$ cat src/rtl/scroll_latch_sequencer.sv
// Shadows the 16 CUS42 scroll/control bytes and replays the dirty ones into the
// CUS42/CUS43 latch port once per frame, starting at the falling edge of nVBLANK.
module scroll_latch_sequencer #(
    parameter int unsigned STROBE_CYCLES = 2,
    parameter bit          RESET_DIRTY   = 1'b1
) (
    input  logic       CLK_6M,
    input  logic       RST,
    input  logic       nVBLANK,
    input  logic       WR_EN,
    input  logic [3:0] WR_ADDR,
    input  logic [7:0] WR_DATA,
    input  logic       FORCE,
    output logic [2:0] CA,
    output logic [7:0] CD,
    output logic       LATCH0,
    output logic       LATCH1,
    output logic       BUSY,
    output logic       DONE
);

    localparam int unsigned NUM_ENTRIES = 16;
    localparam int unsigned IDX_W       = 4;
    localparam int unsigned DATA_W      = 8;
    localparam int unsigned CNT_W       = 4;
    localparam logic [IDX_W-1:0] LAST_IDX = IDX_W'(NUM_ENTRIES - 1);
    localparam logic [CNT_W-1:0] CNT_LAST = CNT_W'(STROBE_CYCLES - 1);

    typedef enum logic [2:0] {
        IDLE   = 3'd0,
        SCAN   = 3'd1,
        SETUP  = 3'd2,
        STROBE = 3'd3,
        HOLD   = 3'd4,
        FINISH = 3'd5
    } state_t;

    state_t                   state_q;
    state_t                   state_d;
    logic [IDX_W-1:0]         index_q;
    logic [IDX_W-1:0]         index_d;
    logic [CNT_W-1:0]         cnt_q;
    logic [CNT_W-1:0]         cnt_d;
    logic                     nvblank_q;
    logic                     start_c;
    logic                     load_c;
    logic                     latch0_d;
    logic                     latch1_d;
    logic                     busy_d;
    logic                     done_d;
    logic [NUM_ENTRIES-1:0]   dirty_q;
    logic [NUM_ENTRIES-1:0]   dirty_d;
    logic [DATA_W-1:0]        shadow_q [NUM_ENTRIES];

    // Falling edge of vertical blank launches a sequence.
    assign start_c = nvblank_q & ~nVBLANK;

    always_ff @(posedge CLK_6M or posedge RST) begin
        if (RST) begin
            nvblank_q <= 1'b0;
        end else begin
            nvblank_q <= nVBLANK;
        end
    end

    // State register.
    always_ff @(posedge CLK_6M or posedge RST) begin
        if (RST) begin
            state_q <= IDLE;
            index_q <= '0;
            cnt_q   <= '0;
        end else begin
            state_q <= state_d;
            index_q <= index_d;
            cnt_q   <= cnt_d;
        end
    end

    // Next-state decode.
    always_comb begin
        state_d = state_q;
        case (state_q)
            IDLE: begin
                if (start_c) begin
                    state_d = SCAN;
                end
            end
            SCAN: begin
                if (dirty_q[index_q]) begin
                    state_d = SETUP;
                end else if (index_q == LAST_IDX) begin
                    state_d = FINISH;
                end
            end
            SETUP: begin
                state_d = STROBE;
            end
            STROBE: begin
                if (cnt_q == CNT_LAST) begin
                    state_d = HOLD;
                end
            end
            HOLD: begin
                state_d = (index_q == LAST_IDX) ? FINISH : SCAN;
            end
            FINISH: begin
                state_d = IDLE;
            end
            default: begin
                state_d = IDLE;
            end
        endcase
    end

    // Output and datapath decode; strobes/flags are registered from the next state.
    always_comb begin
        index_d  = index_q;
        cnt_d    = '0;
        load_c   = 1'b0;
        busy_d   = (state_d != IDLE);
        done_d   = (state_d == FINISH);
        latch0_d = (state_d == STROBE) && !index_q[3];
        latch1_d = (state_d == STROBE) &&  index_q[3];
        case (state_q)
            IDLE: begin
                if (start_c) begin
                    index_d = '0;
                end
            end
            SCAN: begin
                if (dirty_q[index_q]) begin
                    load_c = 1'b1;
                end else if (index_q != LAST_IDX) begin
                    index_d = index_q + IDX_W'(1);
                end
            end
            STROBE: begin
                cnt_d = cnt_q + CNT_W'(1);
            end
            HOLD: begin
                if (index_q != LAST_IDX) begin
                    index_d = index_q + IDX_W'(1);
                end
            end
            default: begin
            end
        endcase
    end

    // Dirty tracking: a CPU write or FORCE in the capture cycle outranks the clear.
    always_comb begin
        dirty_d = dirty_q;
        if (load_c) begin
            dirty_d[index_q] = 1'b0;
        end
        if (FORCE) begin
            dirty_d = '1;
        end
        if (WR_EN) begin
            dirty_d[WR_ADDR] = 1'b1;
        end
    end

    always_ff @(posedge CLK_6M or posedge RST) begin
        if (RST) begin
            dirty_q <= {NUM_ENTRIES{RESET_DIRTY}};
        end else begin
            dirty_q <= dirty_d;
        end
    end

    always_ff @(posedge CLK_6M or posedge RST) begin
        if (RST) begin
            for (int i = 0; i < NUM_ENTRIES; i++) begin
                shadow_q[i] <= '0;
            end
        end else if (WR_EN) begin
            shadow_q[WR_ADDR] <= WR_DATA;
        end
    end

    // Latch port registers; CA/CD hold their last value outside of a transfer.
    always_ff @(posedge CLK_6M or posedge RST) begin
        if (RST) begin
            CA     <= '0;
            CD     <= '0;
            LATCH0 <= 1'b0;
            LATCH1 <= 1'b0;
            BUSY   <= 1'b0;
            DONE   <= 1'b0;
        end else begin
            LATCH0 <= latch0_d;
            LATCH1 <= latch1_d;
            BUSY   <= busy_d;
            DONE   <= done_d;
            if (load_c) begin
                CA <= index_q[2:0];
                CD <= shadow_q[index_q];
            end
        end
    end

endmodule

$ cat config.mk
export PLATFORM = sky130hd
export DESIGN_NAME = scroll_latch_sequencer
export DESIGN_NICKNAME = d
export VERILOG_FILES = /design/src/rtl/scroll_latch_sequencer.sv
export SDC_FILE = /design/constraint.sdc
export NUM_CORES = 1
export LEC_CHECK = 0
export CAP_MARGIN = 5
export CORE_MARGIN = 2
export CORE_UTILIZATION = 65
export CTS_CLUSTER_SIZE = 8
export DETAILED_ROUTE_END_ITERATION = 12
export PLACE_DENSITY_LB_ADDON = 0.05
export RECOVER_POWER = 50
export REMOVE_ABC_BUFFERS = 1
export SYNTH_ARGS = -nofsm -noshare
export SYNTH_HDL_FRONTEND = slang
export SYNTH_SLANG_ARGS = --single-unit
export TNS_END_PERCENT = 20
$ cat constraint.sdc
create_clock -name CLK_6M -period 10.8 [get_ports CLK_6M]
set_input_delay 3.24 -clock CLK_6M [delete_from_list [all_inputs] [get_ports CLK_6M]]
set_output_delay 3.24 -clock CLK_6M [all_outputs]
set_load 0.005 [all_outputs]
==> results of run 1 <==
logic make-up (layout without fill, tap and decap cells):
kind of cell | after synthesis | after routing | share of synthesized area
flops | 171 | 171 | 0.528
mux | 176 | 176 | 0.315
buf+inv | 46 | 79 | 0.0304
fa+ha+maj | 6 | 6 | 0.00922
compound gates | 34 | 34 | 0.0318
simple gates | 142 | 142 | 0.0815
xor+xnor | 3 | 3 | 0.00323
routing by layer:
metal | wire [um] | share of wire
met5 | 0 | 0
met4 | 435 | 0.024
met3 | 960 | 0.053
met2 | 9110 | 0.50
met1 | 7640 | 0.42
synthesized netlist by cell type, drive strengths merged (4+ instances only):
library cell | number | area, um2
a211o | 7 | 61.3
a2bb2oi | 5 | 43.8
buf | 12 | 120
clkbuf | 24 | 90.1
dfrtp | 155 | 3880
dfstp | 16 | 420
ha | 6 | 75.1
inv | 8 | 30.0
mux2 | 128 | 1470
mux2i | 6 | 60.1
mux4 | 42 | 1040
nand2 | 69 | 262
nand2b | 7 | 43.8
nand3 | 9 | 45.0
nand3b | 4 | 30.0
nor2 | 28 | 105
o21ai | 6 | 30.0
o32a | 4 | 40.0
area by class of cell:
type | count | area (um2) | share of cell area
inverters | 10 | 38.8 | 0.00430
multi-input cells | 361 | 3550 | 0.394
clock inverters | 9 | 92.6 | 0.0103
clock buffers | 21 | 470 | 0.0521
well taps | 168 | 210 | 0.0233
repair buffers | 39 | 359 | 0.0398
flip-flops and latches | 171 | 4300 | 0.477
through the flow:
stage          worst slack (ps)  instance area (um2)
2_1_floorplan              2950                 7930
3_3_place_gp               5150                 8520
3_5_place_dp               5160                 8520
4_1_cts                    5590                 9080
5_1_grt                    3230                 9020
6_report                   3980                 9020
placed cells by master (no fill, tap or decap), types with 9 or more instances in the layout:
master | synthesis | layout
mux4_2 | 18 | 18
nand2_1 | 68 | 69
mux2_2 | 118 | 118
mux2_1 | 2 | 10
dfstp_2 | 16 | 16
mux4_1 | 24 | 24
clkbuf_16 | 0 | 17
nor2_1 | 28 | 28
dlygate4sd3_1 | 0 | 19
dfrtp_1 | 155 | 153
clkdlybuf4s50_1 | 0 | 12
nand3_1 | 9 | 9
power groups by stage:
stage | logic [mW] | clock network (mW) | registers [mW]
6_report | 0.597 | 0.580 | 0.915
5_1_grt | 0.649 | 0.618 | 0.935
3_5_place_dp | 0.629 | 0 | 0.924
3_3_place_gp | 0.613 | 0 | 0.913
4_1_cts | 0.635 | 0.587 | 0.916
2_1_floorplan | 0.437 | 0 | 0.911
state kept, by name (all words and copies together), names as in the netlist:
| signal | cells |
|---|---|
| dirty_q | 16 |
| DONE | 1 |
| shadow_q | 128 |
| LATCH1 | 1 |
| nvblank_q | 1 |
| CD | 8 |
| LATCH0 | 1 |
| index_q | 4 |
| cnt_q | 4 |
| BUSY | 1 |
| state_q | 3 |
| CA | 3 |
critical path, delay by kind of cell:
family / cells / cell delay (ps)
buffers and inverters: 3 / 3930
final timing paths:
| check | end | slack (ps) | cells past startpoint |
|---|---|---|---|
| hold / removal | CA[1]$_DFFE_PP0N_ | 480 | 1 |
| setup / recovery | shadow_q[127]$_DFFE_PP0P_ | 3980 | 3 |
| min in group asynchronous | CA[1]$_DFFE_PP0N_ | 4540 | 2 |
| setup reg to reg | CA[2]$_DFFE_PP0N_ | 5650 | 6 |
| max in group CLK_6M | shadow_q[97]$_DFFE_PP0P_ | 5530 | 4 |
| hold reg to reg | CA[1]$_DFFE_PP0N_ | 480 | 1 |
==> flow_summary.yaml, run 1 <==
setup_path:
  slowest_delay_ps: 2360
  setup.worst_path.start: "RST"
  critPathSlowestCell: "clkinvlp_2"
  crit_required_ps: 11230
  crit_fanout: 98
  crit_path_start_kind: "input port"
  crit_type: "input port to asynchronous set/reset pin"
  r2r_start: "index_q[0]$_DFFE_PP0P_"
  worstPathCellList: "dlygate4sd3_1, clkinvlp_2, buf_4"
  crit_arrival_ps: 7250
  end_kind: "asynchronous set/reset pin"
sta:
  setup_tns_ps: 0
  maxSlewHeadroom: -1.84
  fin_skew_ps: 9.28
  tightestPinTransition_ps: 4230
  holdWs_ps: 476
  finalSetupViolCount: 0
  hold_violations: 0
  rsz0062_at_grt: "false"
  slew_violations: 146
  min_period_over_period: 0.632
  min_period_ps: 6820
  max_freq_ghz: 0.147
cts:
  clock-sinks: 171
  cts-root-buf: "clkbuf_16"
  cts_buffer_depth: 2
  path_clk_slew_ps: 60
  htree_levels: 4
  cts_hold_buf: 0
  cts_tree: "yes"
  post_cts_resized: 0
  clk_latency_ps: 430
  cts_buffers: 17
  postCtsSetupRepairBufs: 0
hold_path:
  hp-class: "flip-flop to flip-flop"
  worstHoldStart: "CA[1]$_DFFE_PP0N_"
floorplan:
  row_count: 40
  die_x_um: 116
  start_util: 0.672
  coreArea_um2: 12100
  pin_count: 32
  die_area_um2: 13400
  die_y_um: 116
grt:
  met1_usage: 0.397
  grt_max_degree: 99
  use_met3: 0.0633
  antenna_found_initial: 0
  grt_pass1_vias: 5275
  grt.total_usage: 0.296
  grt_use_met2: 0.482
  grt_pass1_wl_um: 28900
  grt_overflow: 0
  grt-busiest-layer: "met2"
power:
  power.internal_mw: 1.47
  sw_frac_of_total: 0.297
  power.switching_uw: 622
  pwr-share-clk: 0.277
  ir_drop_mv: 0.130
  power_mw: 2.09
  p_leak_nw: 3.86
  powerDensity_nw_per_um2: 232
  p_seq_frac: 0.437
  p_comb_frac: 0.285
place:
  place.gp.congestion: 0.844
  portBuffers: 31
  dp.cells: 749
  hpwl_um: 11200
synth:
  ys_ff_latch: 171
  synth_cell_type_count: 52
  synth_area_um2: 8140
  ys_async_sr_fraction: 1.00
  synth_flop_cell: "dfrtp_1"
  avgSynthCellArea_um2: 14.1
  yosysSeqAreaShare: 0.528
  yosys_warnings: 0
  synth_cells: 578
  synth_edf_count: 0
run_status:
  failed_checks: "capacitance limit, slew limit"
  status: "finished with violations"
layout:
  syn_to_final_growth_pct: 10.9
  stdcell_count: 779
  fill_cells: 768
  utilization: 0.745
  drive_gt1_frac: 0.316
  nets: 623
  antennaDiodeCount: 0
drt:
  wire_per_inst_um: 23.3
  antenna_left: 0
  drc: 0
  drt_iter0_drc: 427
  drt_first_pass_iters: 7
  wl_um: 18200
  routed-via-count: 4963
  avgViaCountPerCell: 6.37
job:
  maxCapViolCount: 2
(Power assumes the default switching activity.)
==> inputs of run 2 (changes only) <==
CORE_UTILIZATION = 55   (was 65)
clock period = 6.05 ns   (was 10.8 ns; I/O delays follow)
==> flow_summary.yaml, run 2 (synthesis results as in run 1) <==
setup_path:
  path_buf_inv: 2
  crit_required_ps: 5960
  worstPathCellList: "dlygate4sd3_1, clkinvlp_4"
  crit_fanout: 123
  crit_arrival_ps: 4070
  crit_family: "buffers and inverters"
  end_kind: "asynchronous set/reset pin"
  slowest_delay_ps: 1620
  crit_path_start_kind: "input port"
  critPathSlowestCell: "clkinvlp_4"
  crit_type: "input port to asynchronous set/reset pin"
drt:
  antenna_left: 0
  wire_per_inst_um: 23.5
  avgViaCountPerCell: 6.14
  routed-via-count: 4899
  drc: 0
  wl_um: 18800
  drt_iter0_drc: 473
  drt_first_pass_iters: 4
cts:
  htree_levels: 4
  cts_buffer_depth: 2
  cts_buffers: 17
  postCtsSetupRepairBufs: 0
  cts-root-buf: "clkbuf_16"
  path_clk_slew_ps: 60
  clock-sinks: 171
  post_cts_resized: 0
  cts_tree: "yes"
  clk_latency_ps: 440
  cts_hold_buf: 0
layout:
  nets: 624
  utilization: 0.627
  drive_gt1_frac: 0.331
  largestRegisters: "shadow_q (128), dirty_q (16), CD (8)"
  layout_commonest_cell: "dfrtp_1"
  antennaDiodeCount: 0
  syn_to_final_growth_pct: 11.6
  largest_reg_flops: 128
  final_cell_mix: "154 x dfrtp_1, 118 x mux2_2, 68 x nand2_1"
  regMostFlops: "shadow_q"
power:
  power.internal_mw: 2.65
  p_leak_nw: 3.86
  pwr-share-clk: 0.271
  powerDensity_nw_per_um2: 418
  sw_frac_of_total: 0.302
  power_mw: 3.80
  ir_drop_mv: 0.238
  p_comb_frac: 0.288
  p_seq_frac: 0.441
  power.switching_mw: 1.15
run_status:
  status: "finished with violations"
  failed_checks: "capacitance limit, slew limit"
sta:
  rsz0062_at_grt: "false"
  finalSetupViolCount: 0
  max_freq_ghz: 0.240
  min_period_ps: 4160
  min_period_over_period: 0.688
  slew_violations: 123
  fin_skew_ps: 13.2
  hold_violations: 0
  maxSlewHeadroom: -0.734
  tightestPinTransition_ps: 2600
place:
  place.gp.congestion: 0.841
  hpwl_um: 11700
  portBuffers: 31
floorplan:
  die_y_um: 126
  coreArea_um2: 14500
  die_x_um: 126
  start_util: 0.562
  pin_count: 32
  die_area_um2: 15800
  row_count: 44
grt:
  grt_overflow: 0
  grt.total_usage: 0.257
  antenna_found_initial: 0
  grt_max_degree: 124
  grt_pass1_vias: 5192
  grt_pass1_wl_um: 30200
job:
  maxCapViolCount: 1
hold_path:
  hp-class: "flip-flop to flip-flop"
==> run 2: layer usage <==
| metal | routed length [um] | vias up | part of all wire | global-route usage |
|---|---|---|---|---|
| li1 | - | 2166 | - | - |
| met1 | 8040 | 2539 | 0.43 | 0.344 |
| met2 | 9040 | 150 | 0.48 | 0.412 |
| met3 | 1130 | 44 | 0.060 | 0.0573 |
| met4 | 572 | 0 | 0.030 | 0.105 |
| met5 | 0 | - | 0 | 0 |
==> run 2: through the flow <==
step / hold WS [ps] / setup TNS, ps / worst slack (ps) / instances / instance area, um2
after floorplan: 438 / -57400 / -370 / 542 / 7930
after global routing: 512 / 0 / 1340 / 798 / 9080
after detailed placement: 478 / 0 / 1890 / 766 / 8560
after global placement: 470 / 0 / 1900 / 766 / 8560
after CTS: 493 / 0 / 2350 / 798 / 9100
final: 486 / 0 / 1890 / 798 / 9080
==> run 2: worst paths after layout <==
kind / start / end / slack (ps) / cells past startpoint
max: RST / index_q[1]$_DFFE_PP0P_ / 1890 / 2
min reg2reg: CA[0]$_DFFE_PP0N_ / CA[0]$_DFFE_PP0N_ / 490 / 1
max in group CLK_6M: WR_ADDR[1] / shadow_q[84]$_DFFE_PP0P_ / 2330 / 4
min in group asynchronous: RST / CA[0]$_DFFE_PP0N_ / 2680 / 2
max reg2reg: index_q[0]$_DFFE_PP0P_ / CA[2]$_DFFE_PP0N_ / 2380 / 6
min: CA[0]$_DFFE_PP0N_ / CA[0]$_DFFE_PP0N_ / 490 / 1
==> run 2: final cells by class <==
type / count / area [um2]
tap: 184 / 230
sequential: 171 / 4300
clock inverter: 13 / 116
inverter: 10 / 41.3
fill: 1089 / 5390
clock buffer: 19 / 433
multi-input combinational: 361 / 3580
timing repair buffer: 40 / 379
==> run 2: power groups by stage <==
stage	combinational, mW	clock (mW)	sequential, mW
finish	1.09	1.03	1.67
detailed placement	1.09	0	1.70
CTS	1.10	1.05	1.68
global placement	1.08	0	1.68
floorplan	0.780	0	1.63
global route	1.19	1.10	1.72
